[src/rtl/sdf_r2_butterfly.sv]
// rtl/sdf_r2_butterfly.sv - radix-2 DIF single-delay-feedback butterfly stage
// Emits N/2 sums then N/2 differences per frame, with a realigned frame counter.
module sdf_r2_butterfly #(
  parameter int DBW = 8,
  parameter int CBW = 4
) (
  input  logic                  clk,
  input  logic                  rst,
  input  logic                  en,
  input  logic [CBW-1:0]        cnt,
  input  logic signed [DBW-1:0] din_re,
  input  logic signed [DBW-1:0] din_im,
  output logic signed [DBW:0]   dout_re,
  output logic signed [DBW:0]   dout_im,
  output logic [CBW-1:0]        cnt_out,
  output logic                  dout_vld
);

  localparam int W = DBW + 1;
  localparam int D = 1 << (CBW - 1);
  localparam logic [CBW-1:0] CNT_D = CBW'(D);

  typedef enum logic [1:0] {IDLE, FILL, RUN} state_t;

  state_t state, state_nxt;

  logic [2*W-1:0]     mem [D];
  logic [CBW-2:0]     addr;
  logic               half;
  logic signed [W-1:0] a_re, a_im, b_re, b_im;
  logic signed [W-1:0] res_re, res_im, wr_re, wr_im;
  logic               vld_nxt;

  assign addr = cnt[CBW-2:0];
  assign half = cnt[CBW-1];
  assign b_re = {din_re[DBW-1], din_re};
  assign b_im = {din_im[DBW-1], din_im};
  assign {a_re, a_im} = mem[addr];

  // Second half: emit the sum now, park the difference for the next frame's first half.
  always_comb begin
    res_re = a_re;
    res_im = a_im;
    wr_re  = b_re;
    wr_im  = b_im;
    if (half) begin
      res_re = a_re + b_re;
      res_im = a_im + b_im;
      wr_re  = a_re - b_re;
      wr_im  = a_im - b_im;
    end
  end

  always_comb begin
    state_nxt = state;
    if (en) begin
      case (state)
        IDLE:    if (cnt == '0)   state_nxt = FILL;
        FILL:    if (cnt == CNT_D) state_nxt = RUN;
        RUN:     state_nxt = RUN;
        default: state_nxt = IDLE;
      endcase
    end
    vld_nxt = (state_nxt == RUN);
  end

  always_ff @(posedge clk or posedge rst) begin
    if (rst) begin
      state    <= IDLE;
      dout_re  <= '0;
      dout_im  <= '0;
      cnt_out  <= '0;
      dout_vld <= 1'b0;
    end else if (en) begin
      state    <= state_nxt;
      cnt_out  <= {~half, addr};
      dout_vld <= vld_nxt;
      dout_re  <= vld_nxt ? res_re : '0;
      dout_im  <= vld_nxt ? res_im : '0;
    end
  end

  // Delay line is intentionally not reset; FILL rewrites it before any sum is used.
  always_ff @(posedge clk) begin
    if (en) mem[addr] <= {wr_re, wr_im};
  end

endmodule

[config.mk]
export PLATFORM = sky130hd
export DESIGN_NAME = sdf_r2_butterfly
export DESIGN_NICKNAME = d
export VERILOG_FILES = /design/src/rtl/sdf_r2_butterfly.sv
export SDC_FILE = /design/constraint.sdc
export NUM_CORES = 1
export LEC_CHECK = 0
export BUFFER_PORTS_ARGS = -buffer_cell sky130_fd_sc_hd__buf_2
export CAP_MARGIN = 5
export CORE_UTILIZATION = 40
export DETAILED_ROUTE_END_ITERATION = 7
export HOLD_SLACK_MARGIN = 0.15
export SKIP_CTS_REPAIR_TIMING = 1
export SYNTH_ARGS = -nofsm -noshare
export SYNTH_HDL_FRONTEND = slang
export SYNTH_SLANG_ARGS = --single-unit
[constraint.sdc]
create_clock -name clk -period 3.4 [get_ports clk]
set_clock_uncertainty 0.2 [all_clocks]
set_input_delay 0.34 -clock clk [delete_from_list [all_inputs] [get_ports clk]]
set_output_delay 0.34 -clock clk [all_outputs]
set_load 0.005 [all_outputs]
==> impl_results.md <==
* Crit path launch type: flip-flop
* DR pass1 iterations at 4
* Clock sink count at 169
* ANT nets after route at 0
* DPL Wire Length at around 14 mm
* Synth Area per Inst at 14.67 µm²
* R2r startpoint: mem[0][9]
* Final Non-Filler Cells at 994
* VDD IR-drop max at 0.2753 mV
* Post-layout util at 0.5020
* Crit. End Element: flip-flop
* Worst-path fanout max at 3
* Switch Pwr at 0.001464 W
* Syn. warnings at 0
* Final setup vio count at 0
* Share of cells above drive strength 1 at 0.3237
* Starting density of the core at 0.4091
* Combinational fraction of design power at 0.202
* Reg clk slew, reported paths at 0.07 ns
* Vias in the first global route at around 5,400
* Crit path required time at 3.52 ns
* #FFs+latches synth at between 150 and 200
* Most frequent cells in the layout: edfxtp_1 (144), buf_4 (106), buf_2 (44), inv_1 (39), ha_1 (32)
* Flop pwr share at 0.461
* Clock share of power at 0.337
* Die footprint at 21,340 µm²
* Worst Hold Path EP: cnt_out[2]
* Sw Share at 0.2687
* P&R area growth vs syn at 22.70%
* CP arrival at about 3.4 ns
* WS Path Type: reg2reg
* Final slew viol count at 0
* Via count at 5,334
* Achievable Freq at 0.3062 GHz
* Final Hold Fails at 0
* Core ar. at 20,300 µm²
* DIE WIDTH at around 150 µm
* Hold WS at 0.1310 ns
* Syn nets at 625
* EDFF count, synth at between 100 and 150
* WL final at 20.45 mm
* Place WS at -0.5236 ns
* DP Area at 9542 µm²
* Final worst path period need at around 3.3 ns
* Largest net degree at the start of global routing at 29
* Placed insts at 959
* Via density at 5.366
* Worst rel slew slack at 0.4297
* Most common cell after layout, fill and taps aside: edfxtp_1
* Hold Crit Class: in2reg
* DRC at 0
* Final #Nets at 769
* Worst Hold Launch: en
* Power per Cell Area at approximately 530 nW/µm²
* Internal at ~0.004 W
* Clock Path Buffers at 2
* IO Port Bufs at 45
* Maxcap violations at 0
* WHS Path Cells at 2
* Routability congestion estimate at 0.8577
* Routed length per instance at 20.58 µm
* Reg2reg path depth at 11
* Final instance area at between 10,000 and 15,000 µm²
* Largest area contributor in the netlist: edfxtp_1
* Measured slew at the worst slew-check pin at ~0.85 ns
* Clk root buf: clkbuf_16
* H-tree levels at 4
* Tcrit/Tclk final at 0.9606
* Skew-Pair Late Insertion Delay at between 0.4 and 0.5 ns
* Synth unique cells at 52
* Sequential fraction of the synthesis area at 0.5960
* Site row count at 52
* Synth Flop Type: edfxtp_1
* R2R Path End: dout_re[8]
* Setup ws final at approximately 0.13 ns
* Ports at 46
* DR iter-0 viols at 428
* First-pass GRT wire length at 31.47 mm
* Status: complete, no violations
* FFs w/ async S/R, synth at 0.1479
* Synth Instances at 566
* Initial antenna violation count at 1
* Leak pwr at 4.035 nW
* Die H at 146.1 µm
* Num CTS Buffers at 17
* Mapped Area at 8305 µm²
* CTS tree: yes
* Worst R2R Setup Slack at 0.13 ns
* Area fraction of the dominant cell type after synthesis at 0.5206
* Total congestion overflow at 0
* Largest cells by area after synthesis: edfxtp_1 (52%), dfrtp_1 (7.5%), mux4_2 (5.4%)
* Total Routing Usage GR at 0.2010
## cells in the mapped netlist (3+ instances only)
master,n
edfxtp_1,144
inv_1,39
ha_1,32
nor2_1,30
dfrtp_1,25
nand2_1,25
mux4_2,20
a21oi_1,19
mux2_2,19
o21ai_0,19
xnor2_1,19
nor3_1,17
mux4_1,16
clkbuf_1,15
mux2i_1,10
a22o_1,8
nand2b_1,8
nand3_1,7
nor2b_1,7
o31ai_1,7
buf_4,6
nor4_1,6
o21a_1,6
o21ai_1,6
o2bb2ai_1,6
a31oi_1,5
fa_1,4
a21o_1,3
buf_2,3
buf_6,3
o2111ai_1,3
## final cells by class
class	instances	area, µm²
fill	1751	10110
sequential	169	4950
multi-input combinational	327	3095
timing repair buffer	155	1101
clock buffer	20	436.7
tap	270	337.8
inverter	40	150.1
clock inverter	12	117.6
antenna	1	2.502
## power by group through the flow
stage / clock network [W] / registers (W) / logic [W]
floorplan: 0 / 0.00255 / 0.000609
global placement: 0 / 0.00255 / 0.00106
detailed placement: 0 / 0.00256 / 0.00107
CTS: 0.00187 / 0.00252 / 0.00108
global route: 0.00196 / 0.00253 / 0.00121
finish: 0.00184 / 0.00251 / 0.00110
## stage by stage
stage	setup TNS, ns	total power, W
global route	-0.04428	0.005693
CTS	-1.486	0.005469
global placement	-27.86	0.003606
detailed placement	-35.97	0.003632
finish	0	0.005447
floorplan	0	0.003156
## how the worst max path moves through the flow
stage | startpoint | to | depth (start not counted)
final | mem[0][9] | dout_re[8] | 11
after global placement | cnt[0] | mem[7][16] | 10
after CTS | cnt[0] | mem[5][8] | 10
after detailed placement | cnt[0] | mem[5][8] | 10
after global routing | mem[1][10] | mem[6][16] | 9
after floorplan | cnt[0] | mem[0][8] | 13
## logic make-up (layout without fill, tap and decap cells)
logic type | after synthesis | count (layout) | synth area share
compound gates | 98 | 98 | 0.08045
xor+xnor | 19 | 19 | 0.02004
fa+ha+maj | 36 | 36 | 0.05785
buf+inv | 70 | 227 | 0.03947
flops | 169 | 169 | 0.5960
mux | 65 | 65 | 0.1427
other cells | 0 | 1 | 0
simple gates | 109 | 109 | 0.06357
## critical path, cell delays in order (launching register included)
cell and delay, ns:
edfxtp_1 0.37, mux4_1 0.50, mux2_2 0.30, ha_1 0.21, inv_1 0.08, fa_1 0.23
nor3_1 0.11, o311ai_1 0.43, mux2i_1 0.24, nand3_1 0.12, xnor2_1 0.14, a22o_1 0.21
## per-layer routing
metal	track usage	up-vias	wire length (µm)
met5	0	-	0
met2	0.3328	172	9949
li1	-	2460	-
met4	0.07813	0	519
met3	0.04031	33	987
met1	0.2613	2669	8996
## flip-flops by register name, summed over array words and instances, names as in the netlist
signal    cells
mem         144
dout_im       9
cnt_out       4
dout_re       9
dout_vld      1
state         2
(Power assumes the default switching activity.)
